## config.mk

```make
export PLATFORM = sky130hd
export DESIGN_NAME = adder64_rr_sched
export DESIGN_NICKNAME = d
export VERILOG_FILES = /design/src/rtl/adder64_rr_sched.sv
export SDC_FILE = /design/constraint.sdc
export NUM_CORES = 1
export LEC_CHECK = 0
export ABC_AREA = 1
export CORE_AREA = 2 2 228 230
export DETAILED_ROUTE_END_ITERATION = 6
export DIE_AREA = 0 0 230 232
export GPL_ROUTABILITY_DRIVEN = 0
export SKIP_LAST_GASP = 1
export SLEW_MARGIN = 5
export SYNTH_ARGS = -nofsm -noshare
export SYNTH_HDL_FRONTEND = slang
export SYNTH_SLANG_ARGS = --single-unit
export TNS_END_PERCENT = 5
```

## constraint.sdc

```tcl
create_clock -name clk -period 7.5 [get_ports clk]
set_input_delay 1.5 -clock clk [delete_from_list [all_inputs] [get_ports clk]]
set_output_delay 1.5 -clock clk [all_outputs]
set_load 0.02 [all_outputs]
```

## src/rtl/adder64_rr_sched.sv

```systemverilog
// Round-robin scheduler that shares one 64-bit Kogge-Stone adder among NREQ requesters.
// Optional feature: define ADDARB_OVF_EN to add the rsp_ovf two's-complement overflow output.

module adder64 (
   input  logic [63:0] i_a,
   input  logic [63:0] i_b,
   input  logic        i_c0,
   output logic [63:0] o_sum,
   output logic        o_c64
);

   logic [64:0] w_carry;

   // Six prefix levels merge (generate, propagate) pairs over spans 1,2,4,...,32
   for (genvar lvl = 0; lvl <= 6; lvl++) begin : g_stage
      logic [63:0] w_g;
      logic [63:0] w_p;
      if (lvl == 0) begin : g_init
         assign w_g = i_a & i_b;
         assign w_p = i_a ^ i_b;
      end else begin : g_merge
         localparam int DIST = 1 << (lvl - 1);
         for (genvar i = 0; i < 64; i++) begin : g_bit
            if (i >= DIST) begin : g_combine
               assign w_g[i] = g_stage[lvl-1].w_g[i]
                             | (g_stage[lvl-1].w_p[i] & g_stage[lvl-1].w_g[i-DIST]);
               assign w_p[i] = g_stage[lvl-1].w_p[i] & g_stage[lvl-1].w_p[i-DIST];
            end else begin : g_pass
               assign w_g[i] = g_stage[lvl-1].w_g[i];
               assign w_p[i] = g_stage[lvl-1].w_p[i];
            end
         end
      end
   end

   assign w_carry[0] = i_c0;
   for (genvar i = 0; i < 64; i++) begin : g_carry
      assign w_carry[i+1] = g_stage[6].w_g[i] | (g_stage[6].w_p[i] & i_c0);
   end

   assign o_sum = g_stage[0].w_p ^ w_carry[63:0];
   assign o_c64 = w_carry[64];

endmodule

module adder64_rr_sched #(
   parameter int NREQ = 4,
   parameter int IDW  = 2
) (
   input  logic                 clk,
   input  logic                 rst,
   input  logic [NREQ-1:0]      req_valid,
   output logic [NREQ-1:0]      req_ready,
   input  logic [NREQ*64-1:0]   req_a,
   input  logic [NREQ*64-1:0]   req_b,
   output logic                 rsp_valid,
   input  logic                 rsp_ready,
   output logic [IDW-1:0]       rsp_id,
   output logic [63:0]          rsp_sum,
`ifdef ADDARB_OVF_EN
   output logic                 rsp_cout,
   output logic                 rsp_ovf
`else
   output logic                 rsp_cout
`endif
);

   typedef enum logic [1:0] {
      ST_IDLE,
      ST_CALC,
      ST_RESP
   } state_t;

   state_t          r_state;
   logic [IDW-1:0]  r_ptr;
   logic [IDW-1:0]  r_idQ;
   logic [63:0]     r_aQ;
   logic [63:0]     r_bQ;
   logic            r_rspValid;
   logic [IDW-1:0]  r_rspId;
   logic [63:0]     r_rspSum;
   logic            r_rspCout;

   logic            w_found;
   logic [IDW-1:0]  w_winner;
   logic [IDW-1:0]  w_probe;
   logic [IDW-1:0]  w_ptrNext;
   logic [NREQ-1:0] w_grant;
   logic [63:0]     w_selA;
   logic [63:0]     w_selB;
   logic [63:0]     w_sum;
   logic            w_c64;

   // Search starting at the pointer so the last winner drops to lowest priority
   always_comb begin
      w_found  = 1'b0;
      w_winner = '0;
      w_probe  = '0;
      for (int k = 0; k < NREQ; k++) begin
         w_probe = IDW'((int'(r_ptr) + k) % NREQ);
         if (!w_found && req_valid[w_probe]) begin
            w_found  = 1'b1;
            w_winner = w_probe;
         end
      end
   end

   always_comb begin
      w_selA = '0;
      w_selB = '0;
      for (int k = 0; k < NREQ; k++) begin
         if (w_winner == IDW'(k)) begin
            w_selA = req_a[64*k +: 64];
            w_selB = req_b[64*k +: 64];
         end
      end
   end

   // Grant is gated by rst so no transfer can be offered in a reset cycle
   always_comb begin
      w_grant = '0;
      if (w_found && (r_state == ST_IDLE) && !rst) begin
         w_grant[w_winner] = 1'b1;
      end
   end

   assign w_ptrNext = IDW'((int'(w_winner) + 1) % NREQ);
   assign req_ready = w_grant;

   adder64 u_adder (
      .i_a   (r_aQ),
      .i_b   (r_bQ),
      .i_c0  (1'b0),
      .o_sum (w_sum),
      .o_c64 (w_c64)
   );

`ifdef ADDARB_OVF_EN
   logic r_ovf;
   logic w_ovf;
   assign w_ovf   = (r_aQ[63] == r_bQ[63]) && (w_sum[63] != r_aQ[63]);
   assign rsp_ovf = r_ovf;

   always_ff @(posedge clk) begin
      if (rst) begin
         r_ovf <= 1'b0;
      end else if (r_state == ST_CALC) begin
         r_ovf <= w_ovf;
      end
   end
`endif

   // Operands are captured only at the handshake; the response is held until accepted
   always_ff @(posedge clk) begin
      if (rst) begin
         r_state    <= ST_IDLE;
         r_ptr      <= '0;
         r_idQ      <= '0;
         r_aQ       <= '0;
         r_bQ       <= '0;
         r_rspValid <= 1'b0;
         r_rspId    <= '0;
         r_rspSum   <= '0;
         r_rspCout  <= 1'b0;
      end else begin
         case (r_state)
            ST_IDLE: begin
               if (w_found) begin
                  r_aQ    <= w_selA;
                  r_bQ    <= w_selB;
                  r_idQ   <= w_winner;
                  r_ptr   <= w_ptrNext;
                  r_state <= ST_CALC;
               end
            end
            ST_CALC: begin
               r_rspSum   <= w_sum;
               r_rspCout  <= w_c64;
               r_rspId    <= r_idQ;
               r_rspValid <= 1'b1;
               r_state    <= ST_RESP;
            end
            ST_RESP: begin
               if (rsp_ready) begin
                  r_rspValid <= 1'b0;
                  r_state    <= ST_IDLE;
               end
            end
            default: begin
               r_rspValid <= 1'b0;
               r_state    <= ST_IDLE;
            end
         endcase
      end
   end

   assign rsp_valid = r_rspValid;
   assign rsp_id    = r_rspId;
   assign rsp_sum   = r_rspSum;
   assign rsp_cout  = r_rspCout;

endmodule

```

**Word-level counts from Yosys, hierarchy flattened**

Index checks and enable logic that the tools add are counted.

- Bits in registers: 202
- Input bits: 519
- Output and inout port bits: 72

- Add/subtract/negate cells: 4
- $lt $le $gt $ge: 6
- Equal/unequal tests: 7
- Multiplexer cells: 32
- Bitwise logic cells: 904
- Reductions and logical operators: 15

Operator list:

| cell | count |
|---|---|
| 1-bit bitwise AND | 579 |
| 64-bit two-way mux | 8 |
| 1-bit bitwise OR | 321 |
| 64-bit XOR | 2 |
| 64-bit bitwise AND | 1 |
| 2-bit by 3-bit less-than comparator with 1-bit output, second input constant | 5 |
| 2-bit two-way mux | 6 |
| 1-bit two-way mux | 10 |
| 1-bit binary-select mux with 2-bit select | 4 |
| 2-bit == test, second input constant | 3 |
| 1-bit logical AND | 6 |
| 2-bit one-hot mux with 3 select lines | 1 |
| 2-bit AND reduction | 3 |
| 2-bit by 1-bit adder with 2-bit output, second input constant | 2 |
| 2-bit adder, second input constant | 2 |
| 2-bit by 1-bit == test with 1-bit output, second input constant | 2 |
| 1-bit logical NOT | 4 |
| 2-bit logical NOT | 2 |
| 4-bit two-way mux | 1 |
| 2-bit inequality test, second input constant | 2 |
| 1-bit one-hot mux with 3 select lines | 1 |
| 1-bit demux with 2-bit select | 1 |
| 2-bit by 1-bit >= comparator with 1-bit output, second input constant | 1 |
| 1-bit inverter | 1 |

**Logic depth before layout (Yosys ltp)**

Gate-level depths: netlist (run 1).

- Word-level depth: 17
- Gate-level depth with buffers: 22

**Cells and area by module**

From an unflattened synthesis (run 1), not the netlist that was laid out.

- Cells, all modules: 3134
- Area, all modules: 16966.3 sq um

By module, submodules not included:

| module | times used | cells each | area each (sq um) | sequential area each (sq um) |
|---|---|---|---|---|
| adder64_rr_sched | 1 | 1926 | 11294.6 | 4043.9 |
| adder64 | 1 | 1208 | 5671.7 | 0.0 |

**Worst setup path after synthesis (run 1)**

OpenSTA, ideal clock, no wires.

- Path type: input to output
- Start point: input port req_valid[2]
- End point: output port req_ready[3]
- Arrival: 3.496 ns
- Data required time: 6.000 ns
- Setup slack: 2.504 ns
- Stages: 17
- Path through: inv_1 > o21ai_1 > nand2_1 > o21ai_2 > inv_2 > nand2_2 > nor2_4 > nand2_1 > nand2_1 > nand2_1 > inv_1 > ha_1 > inv_1 > clkbuf_1 > clkbuf_1 > clkbuf_1 > nor2_1

- Longest elaborated chain between the ends: 17
- Elaborated cells on any way between the ends: 30
- Classes of those cells: order compare: 2; mux: 19; reduce/logical: 9

RTL lines:

| item | line | RTL |
|---|---|---|
| start: declaration | 52 | `input logic [NREQ-1:0] req_valid,` |
| 1-bit binary-select mux with 2-bit select | 101 | `if (!w_found && req_valid[w_probe]) begin` |
| 1-bit two-way mux (implied by the code) | 101 |  |
| 1-bit two-way mux | 101 |  |
| 1-bit logical NOT | 101 |  |
| 1-bit logical AND | 101 |  |
| 1-bit two-way mux | 101 |  |
| 1-bit logical NOT | 101 |  |
| 1-bit logical AND | 101 |  |
| [2 not listed] | -- |  |
| 1-bit logical AND | 101 |  |
| 2-bit two-way mux * | 101 |  |
| via w_winner[0] | 85 | `logic [IDW-1:0] w_winner;` |
| 2-bit by 3-bit less-than comparator with 1-bit output (implied by the code) / 2-bit by 1-bit >= comparator with 1-bit output (equally long branches) | 123 | `w_grant[w_winner] = 1'b1;` |
| 1-bit logical AND (implied by the code) | 123 |  |
| 1-bit two-way mux (implied by the code) | 123 |  |
| 1-bit demux with 2-bit select * | 123 |  |
| 4-bit two-way mux * | 122 | `if (w_found && (r_state == ST_IDLE) && !rst) begin` |
| end: declaration | 53 | `output logic [NREQ-1:0] req_ready,` |

Mark *: on every way through the listed nets, which the timed path passes. The rest lies on a longest branch. The select of a mux whose other input is x is not followed.

**Worst setup path after layout (run 1)**

- Start point: input port req_valid[3]
- End point: output port req_ready[0]

The elaborated chain is that of the path after synthesis.

==> out/qor.csv, run 1 <==
stage,metric,value,unit
global_route,vias in the first global route,20012,
sta,fin. max-slew vios,0,
cts,clock tree buffer depth,3,
cts,number of buffers created by CTS,25,
yosys,Synth Cell Area,16800,sq um
critical_path,Crit path required time,6000,ps
yosys,sequential area share after synthesis,0.240,
yosys,Adder-Cell Fraction of Synth Area,0.0517,
sta,Final Hold Vio Count,0,
sta,relative slew slack,0.252,
cts,clock transition at the registers of the reported paths,50,ps
yosys,main combinational cell family by area after synthesis,simple AND/OR/NAND/NOR gates,
outcome,status,finished clean,
drt,Detailed Route Iter0 Violations,1732,
cts,clock root buffer,clkbuf_16,
final_layout,Synth-to-Final Area Change,42.2,%
critical_path,CP Class,in2out,
yosys,Synth Area in Simple Gates,0.325,
final_layout,most frequent cells in the layout,"nand2_1, clkdlybuf4s50_1, inv_1",
drt,DR vias,21335,
final_layout,share of post-route cells with drive strength above 1,0.0294,
floorplan,initial core utilization,0.331,
critical_path,CP max stage delay,610,ps
drt,WL final,82800,um
sta,clock skew,30.6,ps
sta,fin crit share,0.782,
critical_path,Worst setup SP type,input pin,
sta,worst-margin pin slew,1120,ps
sta,TNS Setup,0,ps
placed_design,number of port buffers,590,
global_route,pin count of the biggest net entering global routing,160,
yosys,"EDFF count, synth",0,
yosys,YS warnings,0,
yosys,Syn Nets,3573,
floorplan,Core ar.,50900,sq um
cts,H-tree Lvls,1,
cts,hold_buf cts,0,
critical_path,worst-path cell chain,clkdlybuf4s50_1 > nand2_1 > o21ai_1 > nand2_1 > o21ai_2 > nor2_1 > a21boi_0 > nand3_1 > inv_1 > ha_4 > inv_1 > nor2_1 > clkdlybuf4s50_1,
power_and_ir_drop,PD cells,501,nW/um^2
floorplan,Die Y,232,um
power_and_ir_drop,Flop pwr share,0.154,
critical_path,CP Data Arrival Time,4360,ps
floorplan,placement row count,83,
global_route,first-pass GRT wire length,121000,um
drt,DRT antenna net count,0,
hold_path,HP Class,reg2reg,
cts,Clock Sinks,202,
sta,f_max,0.171,GHz
global_route,total gr overflow,0,
power_and_ir_drop,Worst VDD drop,379,uV
final_layout,"Net count, final",4042,
global_route,initial antenna violation count,30,
critical_path,CP max FO,25,
drt,vias per inst,5.12,
power_and_ir_drop,internal power,5110,uW
power_and_ir_drop,Psw,6870,uW
yosys,mux share of post-synthesis cell area,0,
cts,total setup buffers inserted after CTS,0,
cts,clk_lat worst skew,560,ps
power_and_ir_drop,Tot Pwr,12000,uW
sta,RSZ-0062 raised after global routing,false,
yosys,ys async rst share,0,
yosys,Cells after Synth,2985,
power_and_ir_drop,Sw Ratio,0.573,
placed_design,DP HPWL,67100,um
drt,DR pass1 iterations,6,
yosys,Synth Flop Type,dfxtp_1,
sta,final setup violating endpoints,0,
yosys,xor and xnor area share after synthesis,0.0166,
floorplan,die footprint,53400,sq um
yosys,"FF+latch count, synth",202,
final_layout,"commonest non-fill, non-tap cell in the layout",nand2_1,
critical_path,R2R Setup Slk,2920,ps
power_and_ir_drop,leakage,0.0117,uW
yosys,Synth Area in Compound Gates,0.236,
power_and_ir_drop,clock power share,0.108,
yosys,Syn Area/Cell,5.64,sq um
power_and_ir_drop,Comb pwr share,0.738,
critical_path,slowest stage cell on the critical path,clkdlybuf4s50_1,
sta,final worst path period need,5860,ps
job,Max Cap Violations,0,
global_route,gr usage total,0.297,
final_layout,post-layout util,0.470,
cts,CTS tree,yes,
floorplan,Die Width,230,um
cts,post_cts resized,0,
critical_path,CP Capture Type,output port,
yosys,Cell variety after synth,39,
floorplan,I/O pin count,591,
drt,DRC,0,
drt,DR WL/cell,19.9,um
[path summary, 6_finish.rpt]
check                                  start           end  cells past startpoint
worst min register to register      r_idQ[0]      r_idQ[0]                      2
worst min-delay path                r_idQ[0]      r_idQ[0]                      2
worst max-delay path            req_valid[3]  req_ready[0]                     13
worst max register to register      r_ptr[0]      r_aQ[59]                     16
[power by group through the flow]
stage	logic (uW)	registers, uW	clock network, uW
final	8850	1850	1290
after global routing	9830	1890	1350
after CTS	8730	1840	1310
after detailed placement	8670	1860	0
after global placement	8590	1860	0
after floorplan	5770	1870	0
[cells by family after synthesis]
group / count (synthesis)
and+or+nand+nor: 1366
AOI/OAI and AO/OA: 764
buffers and inverters: 553
DFF: 202
adders and majority gates: 69
xor gates and xnor gates: 31
[metal layers]
layer  wire (um)  global-route usage  vias to the layer above
met1       36500               0.400                     9742
met5         149                   0                        -
met4        2110              0.0730                       22
li1            -                   -                    10552
met2       36800               0.476                      890
met3        7350              0.0732                      129
[worst max-delay path, delay by kind of cell]
kind | cells | cell delay (ps)
AO/OA/AOI/OAI | 3 | 470
buffers and inverters | 4 | 1410
adder cells (fa/ha/maj) | 1 | 360
AND/OR/NAND/NOR | 5 | 610
[per-stage QoR]
stage	std cells	worst slack (ps)	hold WS (ps)	area (sq um)
floorplan	2985	2500	444	16800
global placement	4107	1790	461	23000
detailed placement	4107	1680	466	23000
CTS	4150	1700	475	23900
global route	4159	1480	499	23900
finish	4164	1640	472	23900
[state kept, by name, summed over array words and instances (netlist names), 2 cells and up]
register / count
r_aQ: 64
r_bQ: 64
r_idQ: 2
r_ptr: 2
r_state: 2
rsp_id: 2
rsp_sum: 64
[Yosys cell counts (all sizes together) (5+ instances only)]
library cell / n / share of area
a21oi: 313 / 0.099
buf: 42 / 0.016
clkbuf: 121 / 0.027
dfxtp: 202 / 0.24
ha: 68 / 0.051
inv: 390 / 0.087
nand2: 885 / 0.20
nand3: 209 / 0.062
nand4: 12 / 0.0045
nor2: 241 / 0.054
nor3: 16 / 0.0048
o21ai: 439 / 0.13
xnor2: 5 / 0.0026
xor2: 26 / 0.014
[area by class of cell]
class	instances	area (sq um)
flip-flops and latches	202	4040
multi-input cells	2230	10600
inverters	390	1480
clock buffers	34	709
clock inverters	9	149
fillers	5385	27000
diodes	14	35.0
well taps	680	851
repair buffers	605	6030
(Power assumes the default switching activity.)
==> run 2: changes to the inputs <==
clock period = 4.8 ns   (was 7.5 ns; I/O delays follow)
==> run 2 against run 1 <==
  * Global-route usage increased by 0.072 points
  * Combinational power up 57%
  * Cell count increased by 0.26%
  * Sequential power increased by 57%
  * Critical path type unchanged
==> out/qor.csv, run 2 (synthesis gave the netlist of run 1 again) <==
stage,metric,value,unit,change
sta,f_max,0.218,GHz,
placed_design,placed insts,4108,,+0.024%
critical_path,Worst setup SP type,input pin,,
sta,fin crit share,0.957,,
hold_path,HP Class,reg2reg,,
final_layout,Synth-to-Final Area Change,42.7,%,
critical_path,R2R Setup Slk,970,ps,-1950 ps
floorplan,I/O pin count,591,,unchanged
sta,final worst path period need,4600,ps,
drt,WL final,83200,um,+0.44%
sta,worst hold margin,473,ps,+1.38 ps
global_route,vias in the first global route,19910,,-0.51%
final_layout,"commonest non-fill, non-tap cell in the layout",nand2_1,,
cts,H-tree Lvls,1,,unchanged
drt,DR WL/cell,19.9,um,+0.17%
outcome,status,finished clean,,
floorplan,die footprint,53400,sq um,unchanged
final_layout,register area,4040,sq um,unchanged
drt,Detailed Route Iter0 Violations,1898,,+9.6%
power_and_ir_drop,Worst VDD drop,1180,uV,+210%
floorplan,placement row count,83,,unchanged
final_layout,post-layout util,0.472,,+0.00162
global_route,gr usage total,0.298,,+0.000723
floorplan,initial core utilization,0.331,,unchanged
drt,DRT antenna net count,0,,unchanged
cts,clock tree buffer depth,3,,unchanged
floorplan,Die Width,230,um,unchanged
global_route,initial antenna violation count,31,,+3.3%
drt,DR pass1 iterations,5,,-1
final_layout,share of post-route cells with drive strength above 1,0.0302,,+0.000838
critical_path,worst-path cell chain,clkdlybuf4s50_1 > nand2_1 > o21ai_0 > o21ai_2 > nor2_1 > a21boi_0 > nand3_1 > inv_1 > ha_4 > inv_4 > nor2_1 > clkdlybuf4s50_1,,
critical_path,CP max stage delay,610,ps,about the same
cts,number of buffers created by CTS,25,,unchanged
placed_design,DP HPWL,66300,um,-1.1%
cts,total setup buffers inserted after CTS,0,,unchanged
critical_path,CP Capture Type,output port,,
drt,vias per inst,5.16,,+0.71%
placed_design,number of port buffers,590,,unchanged
sta,relative slew slack,0.282,,+0.0299
critical_path,slowest stage cell on the critical path,clkdlybuf4s50_1,,
global_route,total gr overflow,0,,unchanged
sta,final setup violating endpoints,0,,unchanged
critical_path,CP Class,in2out,,
critical_path,WP buf/inv,4,,unchanged
floorplan,Core ar.,50900,sq um,unchanged
final_layout,fillers,5445,,+1.1%
sta,fin. max-slew vios,0,,unchanged
critical_path,CP max FO,4,,-84%
final_layout,Layout Cells excl Fill,4175,,+0.26%
power_and_ir_drop,PD cells,776,nW/um^2,+55%
drt,DR vias,21544,,+0.98%
power_and_ir_drop,leakage,0.0117,uW,+0.21%
final_layout,multi-input logic area,10600,sq um,unchanged
sta,RSZ-0062 raised after global routing,false,,
cts,hold_buf cts,0,,unchanged
sta,TNS Setup,0,ps,unchanged
sta,clock skew,11.5,ps,-19.1 ps
cts,clock transition at the registers of the reported paths,60,ps,about the same
cts,CTS tree,yes,,
critical_path,Crit path required time,3840,ps,-2160 ps
floorplan,Die Y,232,um,unchanged
global_route,pin count of the biggest net entering global routing,233,,+46%
cts,Clock Sinks,202,,unchanged
sta,Final Hold Vio Count,0,,unchanged
cts,post_cts resized,0,,unchanged
sta,worst-margin pin slew,1080,ps,-46.1 ps
cts,clock root buffer,clkbuf_16,,
critical_path,"CP delay by family, top",buffers and inverters,,
final_layout,"Net count, final",4043,,+0.025%
global_route,first-pass GRT wire length,122000,um,+0.48%
drt,DRC,0,,unchanged
critical_path,CP Data Arrival Time,3640,ps,-720 ps
cts,clk_lat worst skew,540,ps,-20 ps
final_layout,most frequent cells in the layout,"nand2_1, clkdlybuf4s50_1, inv_1",,
job,Max Cap Violations,0,,unchanged
[run 2: final cells by class]
class                           instances  area share
Antenna cell                           22     0.00229
Clock buffer                           34      0.0295
Clock inverter                         11     0.00380
Inverter                              390      0.0618
Multi-Input combinational cell       2230       0.443
Sequential cell                       202       0.168
Tap cell                              680      0.0354
Timing Repair Buffer                  606       0.256
[run 2: report_power, final]
| part | switching [uW] | internal, uW | total, uW |
|---|---|---|---|
| Sequential | 536 | 2360 | 2900 |
| Clock | 775 | 1090 | 1860 |
| Combinational | 9350 | 4530 | 13900 |
| Total | 10700 | 7990 | 18600 |
[run 2: metal layers]
metal / vias to the layer above / share of wire / track usage
met3: 120 / 0.084 / 0.0582
met2: 897 / 0.44 / 0.464
met4: 22 / 0.026 / 0.0855
li1: 10561 / - / -
met5: - / 0.0038 / 0
met1: 9944 / 0.45 / 0.416
[run 2: final timing paths]
check               startpoint      endpoint  cells after the start
hold / removal        r_idQ[0]      r_idQ[0]                      2
setup reg to reg      r_ptr[0]      r_bQ[53]                     15
hold reg to reg       r_idQ[0]      r_idQ[0]                      2
setup / recovery  req_valid[0]  req_ready[1]                     12
[run 2: through the flow]
step / worst slack [ps] / total power (uW) / area (sq um)
2_1_floorplan: 884 / 11900 / 16800
4_1_cts: 266 / 18500 / 24000
5_1_grt: 80.9 / 20300 / 24000
3_3_place_gp: 341 / 16400 / 23200
6_report: 204 / 18600 / 24000
3_5_place_dp: 272 / 16500 / 23200
[run 2: tightest hold or removal path: cells and delay by family, from the launching register on]
kind / cells / cell delay (ps)
AOI/OAI and AO/OA: 1 / 50
DFF: 1 / 310
and+or+nand+nor: 1 / 60
